`src/rtl/uart_tx_fifo_if.sv`:
```
// Byte-push / status bundle between the CPU store path and the buffered
// UART transmitter. The CPU side is the master; the transmitter is the slave.
interface uart_tx_fifo_if #(
    parameter int DEPTH = 16
);
    localparam int LW = $clog2(DEPTH) + 1;

    logic          wr_en;
    logic [7:0]    wr_data;
    logic          clr_ovf;
    logic          tx;
    logic          full;
    logic          empty;
    logic [LW-1:0] level;
    logic          busy;
    logic          overflow;

    modport master (
        output wr_en, wr_data, clr_ovf,
        input  tx, full, empty, level, busy, overflow
    );

    modport slave (
        input  wr_en, wr_data, clr_ovf,
        output tx, full, empty, level, busy, overflow
    );
endinterface

```
`src/rtl/uart_tx_fifo.sv`:
```
// Buffered 8N1 UART transmitter. Stores to the UART address push bytes into
// a circular FIFO; a four-state framer drains it onto the serial line at a
// fixed bit period with no idle gap between queued frames. All outputs,
// including the status flags, come straight from flops.
module uart_tx_fifo #(
    parameter int CLKS_PER_BIT = 868,
    parameter int DEPTH        = 16
) (
    input  logic          clk,
    input  logic          rst,
    uart_tx_fifo_if.slave bus
);
    localparam int PW = $clog2(DEPTH);
    localparam int LW = PW + 1;
    localparam int BW = $clog2(CLKS_PER_BIT);

    localparam logic [BW-1:0] BAUD_ZERO  = BW'(0);
    localparam logic [BW-1:0] BAUD_ONE   = BW'(1);
    localparam logic [BW-1:0] BAUD_LAST  = BW'(CLKS_PER_BIT - 1);
    localparam logic [PW-1:0] PTR_ZERO   = PW'(0);
    localparam logic [PW-1:0] PTR_ONE    = PW'(1);
    localparam logic [LW-1:0] LEVEL_ZERO = LW'(0);
    localparam logic [LW-1:0] LEVEL_ONE  = LW'(1);
    localparam logic [LW-1:0] LEVEL_FULL = LW'(DEPTH);

    typedef enum logic [1:0] {
        ST_IDLE  = 2'd0,
        ST_START = 2'd1,
        ST_DATA  = 2'd2,
        ST_STOP  = 2'd3
    } state_e;

    // Framer state
    state_e        state_q,  state_d;
    logic [BW-1:0] baud_q,   baud_d;
    logic [2:0]    bitidx_q, bitidx_d;
    logic [7:0]    shreg_q,  shreg_d;
    logic          tx_q,     tx_d;

    // FIFO state
    logic [7:0]    mem_q [DEPTH];
    logic [PW-1:0] wp_q,     wp_d;
    logic [PW-1:0] rp_q,     rp_d;
    logic [LW-1:0] level_q,  level_d;
    logic          full_q,   full_d;
    logic          empty_q,  empty_d;
    logic          busy_q,   busy_d;
    logic          ovf_q,    ovf_d;

    // Per-cycle strobes
    logic          push_s;
    logic          drop_s;
    logic          pop_s;
    logic          bit_end_s;
    logic [7:0]    head_s;

    // Write qualification against the pre-edge full flag, and baud tick.
    always_comb begin
        push_s    = bus.wr_en & ~full_q;
        drop_s    = bus.wr_en &  full_q;
        bit_end_s = (baud_q == BAUD_LAST);
        head_s    = mem_q[rp_q];
    end

    // Framer next-state: start bit, 8 data bits LSB first, stop bit, and a
    // back-to-back reload at the end of STOP when more bytes are waiting.
    always_comb begin
        state_d  = state_q;
        baud_d   = baud_q;
        bitidx_d = bitidx_q;
        shreg_d  = shreg_q;
        tx_d     = tx_q;
        pop_s    = 1'b0;
        case (state_q)
            ST_IDLE: begin
                tx_d   = 1'b1;
                baud_d = BAUD_ZERO;
                if (!empty_q) begin
                    pop_s   = 1'b1;
                    shreg_d = head_s;
                    tx_d    = 1'b0;
                    state_d = ST_START;
                end else begin
                    state_d = ST_IDLE;
                end
            end
            ST_START: begin
                if (bit_end_s) begin
                    baud_d   = BAUD_ZERO;
                    tx_d     = shreg_q[0];
                    bitidx_d = 3'd0;
                    state_d  = ST_DATA;
                end else begin
                    baud_d = baud_q + BAUD_ONE;
                end
            end
            ST_DATA: begin
                if (bit_end_s) begin
                    baud_d = BAUD_ZERO;
                    if (bitidx_q == 3'd7) begin
                        tx_d    = 1'b1;
                        state_d = ST_STOP;
                    end else begin
                        // The next bit to drive is the one above the current LSB.
                        shreg_d  = {1'b0, shreg_q[7:1]};
                        tx_d     = shreg_q[1];
                        bitidx_d = bitidx_q + 3'd1;
                    end
                end else begin
                    baud_d = baud_q + BAUD_ONE;
                end
            end
            ST_STOP: begin
                if (bit_end_s) begin
                    baud_d = BAUD_ZERO;
                    if (!empty_q) begin
                        // Reload directly so the next start bit follows with no gap.
                        pop_s   = 1'b1;
                        shreg_d = head_s;
                        tx_d    = 1'b0;
                        state_d = ST_START;
                    end else begin
                        tx_d    = 1'b1;
                        state_d = ST_IDLE;
                    end
                end else begin
                    baud_d = baud_q + BAUD_ONE;
                end
            end
            default: begin
                tx_d    = 1'b1;
                baud_d  = BAUD_ZERO;
                state_d = ST_IDLE;
            end
        endcase
    end

    // FIFO bookkeeping: pointers, occupancy, status flags and sticky overflow.
    always_comb begin
        if (push_s) begin
            wp_d = wp_q + PTR_ONE;
        end else begin
            wp_d = wp_q;
        end

        if (pop_s) begin
            rp_d = rp_q + PTR_ONE;
        end else begin
            rp_d = rp_q;
        end

        case ({push_s, pop_s})
            2'b10:   level_d = level_q + LEVEL_ONE;
            2'b01:   level_d = level_q - LEVEL_ONE;
            default: level_d = level_q;
        endcase

        full_d  = (level_d == LEVEL_FULL);
        empty_d = (level_d == LEVEL_ZERO);
        busy_d  = (level_d != LEVEL_ZERO) || (state_d != ST_IDLE);

        // A dropped write in the same cycle as a clear leaves the flag set.
        if (drop_s) begin
            ovf_d = 1'b1;
        end else if (bus.clr_ovf) begin
            ovf_d = 1'b0;
        end else begin
            ovf_d = ovf_q;
        end
    end

    // FIFO storage; contents need no reset because the pointers gate them.
    always_ff @(posedge clk) begin
        if (push_s) begin
            mem_q[wp_q] <= bus.wr_data;
        end
    end

    // State registers with synchronous reset; a reset aborts any frame in flight.
    always_ff @(posedge clk) begin
        if (rst) begin
            state_q  <= ST_IDLE;
            baud_q   <= BAUD_ZERO;
            bitidx_q <= 3'd0;
            shreg_q  <= 8'h00;
            tx_q     <= 1'b1;
            wp_q     <= PTR_ZERO;
            rp_q     <= PTR_ZERO;
            level_q  <= LEVEL_ZERO;
            full_q   <= 1'b0;
            empty_q  <= 1'b1;
            busy_q   <= 1'b0;
            ovf_q    <= 1'b0;
        end else begin
            state_q  <= state_d;
            baud_q   <= baud_d;
            bitidx_q <= bitidx_d;
            shreg_q  <= shreg_d;
            tx_q     <= tx_d;
            wp_q     <= wp_d;
            rp_q     <= rp_d;
            level_q  <= level_d;
            full_q   <= full_d;
            empty_q  <= empty_d;
            busy_q   <= busy_d;
            ovf_q    <= ovf_d;
        end
    end

    assign bus.tx       = tx_q;
    assign bus.full     = full_q;
    assign bus.empty    = empty_q;
    assign bus.level    = level_q;
    assign bus.busy     = busy_q;
    assign bus.overflow = ovf_q;

endmodule

```
`src/flat_wrapper.sv`:
```
// flat-port wrapper written by rule: the top's interface ports become plain ports
module uart_tx_fifo_flat 
#(
    parameter int CLKS_PER_BIT = 868,
    parameter int DEPTH        = 16
)
  (clk, rst, bus_wr_en, bus_wr_data, bus_clr_ovf, bus_tx, bus_full, bus_empty, bus_level, bus_busy, bus_overflow);
  uart_tx_fifo_if #(.DEPTH(DEPTH)) bus_i ();
  input  logic clk;
  input  logic rst;
  input wire logic [$bits(bus_i.wr_en)-1:0] bus_wr_en;
  input wire logic [$bits(bus_i.wr_data)-1:0] bus_wr_data;
  input wire logic [$bits(bus_i.clr_ovf)-1:0] bus_clr_ovf;
  output wire logic [$bits(bus_i.tx)-1:0] bus_tx;
  output wire logic [$bits(bus_i.full)-1:0] bus_full;
  output wire logic [$bits(bus_i.empty)-1:0] bus_empty;
  output wire logic [$bits(bus_i.level)-1:0] bus_level;
  output wire logic [$bits(bus_i.busy)-1:0] bus_busy;
  output wire logic [$bits(bus_i.overflow)-1:0] bus_overflow;
  assign bus_i.wr_en = bus_wr_en;
  assign bus_i.wr_data = bus_wr_data;
  assign bus_i.clr_ovf = bus_clr_ovf;
  assign bus_tx = bus_i.tx;
  assign bus_full = bus_i.full;
  assign bus_empty = bus_i.empty;
  assign bus_level = bus_i.level;
  assign bus_busy = bus_i.busy;
  assign bus_overflow = bus_i.overflow;
  uart_tx_fifo #(.CLKS_PER_BIT(CLKS_PER_BIT), .DEPTH(DEPTH)) u_core (.clk(clk), .rst(rst), .bus(bus_i));
endmodule
```
`config.mk`:
```
export PLATFORM = sky130hd
export DESIGN_NAME = uart_tx_fifo_flat
export DESIGN_NICKNAME = d
export VERILOG_FILES = /design/src/rtl/uart_tx_fifo_if.sv /design/src/rtl/uart_tx_fifo.sv /design/src/flat_wrapper.sv
export SDC_FILE = /design/constraint.sdc
export NUM_CORES = 1
export LEC_CHECK = 0
export CAP_MARGIN = 0
export CORE_MARGIN = 3
export CORE_UTILIZATION = 45
export CTS_BUF_LIST = sky130_fd_sc_hd__clkbuf_16
export CTS_CLUSTER_DIAMETER = 80
export DETAILED_ROUTE_END_ITERATION = 6
export GPL_ROUTABILITY_DRIVEN = 0
export PLACE_DENSITY = 0.65
export SYNTH_ARGS = -nofsm -noshare
export SYNTH_HDL_FRONTEND = slang
export SYNTH_SLANG_ARGS = --single-unit
```
`constraint.sdc`:
```
create_clock -name clk -period 3.22 [get_ports clk]
set_clock_uncertainty 0.1 [all_clocks]
set_input_delay 0.322 -clock clk [delete_from_list [all_inputs] [get_ports clk]]
set_output_delay 0.322 -clock clk [all_outputs]
set_load 0.01 [all_outputs]
```
Word level (Yosys, flattened, before mapping)
Memories as Yosys holds them, arrays and structs flattened. A register that Yosys moved wholly into a read port is not among the register bits.
Cells that the tools add are included.
Storage, ports and cells
  word-level logic and storage cells: 79
  memory bits (writable): 128
  flip-flop bits (word level): 41
  output and inout bits: 10
  bits of input ports: 12
  memories: 1
Cells by class
  equal/unequal tests: 12
  reductions and logical operators: 12
  bitwise logic cells: 3
  mux-type cells: 33
  $add $sub $neg: 6
Memory list
  u_core.mem_q: words 16, width 8, rd ports 1, clocked after memory_dff 1, wr ports 1, RTL line uart_tx_fifo.sv:41  | logic [7:0] mem_q [DEPTH];
Operator list (number)
  two-way mux 8 bit: 4
  one-hot mux 8 bit (3 select lines): 1
  one-hot mux 10 bit (2 select lines): 1
  two-way mux 1 bit: 12
  adder 10 x 1 -> 10 bit (second input constant): 1
  == test 10 bit (second input constant): 1
  two-way mux 10 bit: 1
  one-hot mux 5 bit (2 select lines): 1
  two-way mux 3 bit: 3
  adder 4 x 1 -> 4 bit (second input constant): 2
  two-way mux 2 bit: 4
  two-way mux 4 bit: 2
  one-hot mux 2 bit (4 select lines): 1
  AND reduction 4 bit: 2
  == test 2 bit (second input constant): 3
  inequality test 2 x 1 -> 1 bit (second input constant): 3
  one-hot mux 3 bit (2 select lines): 1
  nonzero test 2 bit: 3
  adder 5 x 1 -> 5 bit (second input constant): 1
  == test 5 bit (second input constant): 1
  zero test 5 bit: 1
  nonzero test 5 bit: 1
  subtractor 5 x 1 -> 5 bit (second input constant): 1
  == test 2 x 1 -> 1 bit (second input constant): 2
  12 further kinds: 13

Logic depth before layout (Yosys ltp)
  depth after elaboration: 7
  depth in mapped cells: 15
  depth with buffers taken out: 14

Worst setup path after synthesis
OpenSTA, ideal clock, no wires.
  path type: reg2reg
  from: reg u_core.state_q[0]
  to: reg u_core.busy_q (netlist: u_core.bus.busy)
  cell stages (with the launch flop): 13
  path buffers: 0
  arrival: 2.980 ns
  setup time: 0.145 ns
  data required time: 2.975 ns
  setup slack: -0.005 ns
  cells stage by stage: dfxtp_1 inv_1 ha_1 nor2_1 nand3_1 o21ai_4 xor2_1 ha_1 or3b_2 a211oi_1 mux2i_1 a22oi_1 a41oi_1
On the way
  cells in the longest elaborated chain, start to end: 6
  elaborated cells on any way between the ends: 16
  classes of those cells: 5 x eq/ne; 7 x mux; 4 x reduce/logical
Ends and longest elaborated chain
  from (decl): RTL line uart_tx_fifo.sv:34  | state_e state_q, state_d;
  from (signal assigned): RTL line uart_tx_fifo.sv:195  | state_q <= state_d;
  == test 2 bit or zero test 2 bit (tied branches): RTL line uart_tx_fifo.sv:74  | case (state_q)
  one-hot mux 1 bit (2 select lines): RTL line uart_tx_fifo.sv:74
  == test 2 x 1 -> 1 bit or == test 2 bit (tied branches): RTL line uart_tx_fifo.sv:152  | case ({push_s, pop_s})
  one-hot mux 5 bit (2 select lines): RTL line uart_tx_fifo.sv:152
  nonzero test 5 bit: RTL line uart_tx_fifo.sv:160  | busy_d = (level_d != LEVEL_ZERO) || (state_d != ST_IDLE);
  logical OR 1 bit (*): RTL line uart_tx_fifo.sv:160
  to (signal assigned): RTL line uart_tx_fifo.sv:205  | busy_q <= busy_d;
  to (decl): RTL line uart_tx_fifo.sv:47  | logic busy_q, busy_d;
Every way passes the cells marked *; elsewhere a longest branch is shown, timed or not.
A chain may end at the register's enable or synchronous reset.

Worst setup path in the final report
  from: reg u_core.baud_q[1]
  to: reg u_core.busy_q (netlist: u_core.bus.busy)
On the way
  cells in the longest elaborated chain, start to end: 7
  elaborated cells on any way between the ends: 13
  classes of those cells: 3 x eq/ne; 7 x mux; 3 x reduce/logical
Ends and longest elaborated chain
  from (decl): RTL line uart_tx_fifo.sv:35  | logic [BW-1:0] baud_q, baud_d;
  from (signal assigned): RTL line uart_tx_fifo.sv:196  | baud_q <= baud_d;
  == test 10 bit (*): RTL line uart_tx_fifo.sv:61  | bit_end_s = (baud_q == BAUD_LAST);
  two-way mux 1 bit: RTL line uart_tx_fifo.sv:114  | if (bit_end_s) begin
  one-hot mux 1 bit (2 select lines): RTL line uart_tx_fifo.sv:74
  == test 2 x 1 -> 1 bit or == test 2 bit (tied branches): RTL line uart_tx_fifo.sv:152
  one-hot mux 5 bit (2 select lines): RTL line uart_tx_fifo.sv:152
  nonzero test 5 bit: RTL line uart_tx_fifo.sv:160
  logical OR 1 bit (*): RTL line uart_tx_fifo.sv:160
Marks and branches as above.

==> flow_summary_export.csv <==
group,metric,value,unit
synth,synth-async-reset-ratio,0,
drt,postRouteAntennaNets,0,
placed_design,numPlacedInstances,698,
drt,wl_per_cell,18.35,microns
layout,num-fill-cells,1236,
setup_path,cpPeakStageDelay,0.48,ns
drt,wl,13420,microns
timing,timing.fmax,0.3276,GHz
setup_path,cpMaxStageDelayCell,"or3b_2",
timing,drv_slew,0,
cts,cts_sinks,173,
synth,synth_most_common_cell,"edfxtp_1",
cts,cts_max_level,4,
cts,cts_root_buf,"clkbuf_16",
layout,fin_cells,731,
drt,firstDrtPassIters,4,
timing,fin_crit,3.053,ns
grt,grt_usage,0.1617,
synth,synth_cells,455,
layout,layout-drive-gt1-share,0.2500,
setup_path,worstPathMaxFanout,3,
grt,grt_pass1_vias,4023,
layout,final_area,0.008471,sq mm
placed_design,port-buffer-count,21,
setup_path,cp-start-kind,"flop",
drt,initialDrtViolationCount,261,
min_path,hold_path.class,"reg2reg",
setup_path,cp-end-kind,"flop",
timing,finalSetupViolations,0,
floorplan,fp-row-count,45,
grt,grt_overflow_total,0,
layout,layout.nets,534,
setup_path,cp_cell_sequence,"ha_2 > nor4b_4 > buf_4 > nand4_4 > o21ai_4 > xor2_1 > ha_1 > or3b_2 > a211oi_2 > mux2i_1 > a22oi_2 > a41oi_1",
synth,synthTopCellsByArea,"edfxtp_1, dfxtp_1, mux4_2",
cts,cts_buffer_depth,2,
grt,grt_pass1_wl,21520,microns
synth,ys_top_cells_by_count,"edfxtp_1, nor2_1, dfxtp_1",
floorplan,pin_count,22,
job,max_cap_violations,0,
drt,drc,0,
timing,final_hold_viol_count,0,
grt,grt_max_degree,32,
pwr,p_per_area,732.3,mW/mm^2
synth,synth_top_area_frac,0.5334,
floorplan,core_area,0.01543,sq mm
floorplan,die_area,0.01757,sq mm
cts,cts.clk_slew.worst_paths,0.06,ns
floorplan,die_w,132.5,microns
synth,avgSynthCellArea,15.84,sq um
cts,numCtsBuffers,17,
pwr,irDropWorstVdd,685.9,uV
setup_path,cp.arrival,3.23,ns
synth,ys.flop_type,"edfxtp_1",
layout,n_antenna_cell,0,
synth,synth_top_cell_by_area,"edfxtp_1",
grt,antenna_found_initial,0,
outcome,status,"finished, final reports clean",
synth,ys_seq_area_frac,0.6584,
synth,synth_area,0.007206,sq mm
layout,area_growth,17.56,%
floorplan,start_util,0.4671,
cts,worstSkewPairLatency,0.42,ns
timing,tightest_slew,0.8954,ns
drt,vias_per_cell,5.369,
setup_path,critical_path_class,"reg2reg",
timing,slew_headroom,0.4030,
pwr,p_leak,2.776,nW
setup_path,critPathRequiredTime,3.40,ns
synth,synth_fp_nets,482,
placed_design,dp_hpwl,8823,microns
synth,synth_edf_count,128,
placed_design,postPlaceCellArea,0.007838,sq mm
synth,ys_ff_latch,173,
synth,ys_warn_count,0,
drt,via_count,3925,
floorplan,die_h,132.5,microns
synth,ys_types,53,
timing,finalCritPeriodShare,0.9481,
cts,cts_tree,"yes",
## repair_timing
action / 4_1_cts / 5_1_grt
hold buffers: 0 / 0
gates cloned: 0 / 0
endpoints found under the setup margin: 3 / 4
pin swaps: 0 / 3
gates resized for setup: 1 / 8
setup buffers: 1 / 0
## sequential cells by signal (all words and copies together), names as in the netlist, 2 cells and up, named ones only
signal            cells
u_core.mem_q        128
u_core.bus.level      5
u_core.rp_q           4
u_core.shreg_q        8
u_core.state_q        2
u_core.wp_q           4
u_core.bitidx_q       3
u_core.baud_q        10
## cells by family (layout without fill, tap and decap cells)
group | Yosys count | count (layout) | synth area share
xor gates and xnor gates | 17 | 17 | 0.02066
AOI/OAI and AO/OA | 45 | 45 | 0.04949
and+or+nand+nor | 120 | 120 | 0.08317
adders and majority gates | 15 | 15 | 0.02605
buffers and inverters | 30 | 95 | 0.01910
DFF | 173 | 173 | 0.6584
muxes | 55 | 55 | 0.1431
## area by class of cell
| type | instances | area, sq um | share of cell area |
|---|---|---|---|
| Multi-Input combinational cell | 252 | 2359 | 0.2784 |
| Clock inverter | 15 | 163.9 | 0.01935 |
| Tap cell | 211 | 264.0 | 0.03117 |
| Sequential cell | 173 | 4747 | 0.5604 |
| Inverter | 7 | 26.28 | 0.003102 |
| Clock buffer | 17 | 425.4 | 0.05022 |
| Timing Repair Buffer | 56 | 485.5 | 0.05731 |
## through the flow
step / power (mW) / setup WS (ns) / util / TNS, ns / hold slack, ns
floorplan: 3.791 / 0.009771 / - / 0 / 0.3209
finish: 6.203 / 0.1671 / 0.5491 / 0 / 0.3703
CTS: 6.246 / 0.01561 / 0.5470 / 0 / 0.3627
global route: 6.522 / -0.02427 / 0.5491 / -0.03723 / 0.3795
global placement: 4.189 / -0.006446 / 0.5080 / -0.006446 / 0.3565
detailed placement: 4.219 / -0.08023 / 0.5080 / -0.1699 / 0.3694
## cell usage in the layout (no fill, tap or decap), types with 5 or more instances in the layout
master / instances
a211oi_2: 5
a21oi_1: 11
a22oi_1: 5
buf_4: 34
clkbuf_16: 17
clkdlybuf4s50_1: 21
dfxtp_1: 43
edfxtp_1: 128
ha_1: 14
inv_1: 7
mux2i_1: 13
mux4_2: 38
nand2_1: 21
nand3_1: 8
nor2_1: 53
nor2_2: 5
nor3_1: 6
xor2_1: 12
## power by group
group          switching [mW]  internal, mW
Sequential              0.154          2.55
Clock                   0.861          1.15
Combinational           0.689         0.796
## per-layer routing
| layer | track usage | vias to the layer above | part of all wire | routed length (microns) |
|---|---|---|---|---|
| met3 | 0.04297 | 10 | 0.039 | 521 |
| met4 | 0.04850 | 0 | 0.0093 | 125 |
| met1 | 0.2115 | 1990 | 0.45 | 5994 |
| li1 | - | 1853 | - | - |
| met5 | 0 | - | 0 | 0 |
| met2 | 0.2672 | 72 | 0.50 | 6773 |
## final timing paths
check / slack [ns] / to / start / cells past startpoint
max reg2reg: 0.17 / u_core.bus.busy / u_core.baud_q[1] / 12
min: 0.37 / u_core.bus.overflow / u_core.bus.overflow / 2
max: 0.17 / u_core.bus.busy / u_core.baud_q[1] / 12
min reg2reg: 0.37 / u_core.bus.overflow / u_core.bus.overflow / 2
## critical path: cells and delay by family (launching register included)
kind	cells	cell delay (ns)
compound gates	4	0.76
xor+xnor	1	0.16
fa+ha+maj	2	0.46
buf+inv	1	0.16
flops	1	0.35
mux	1	0.12
simple gates	3	0.82
(Power assumes the default switching activity.)
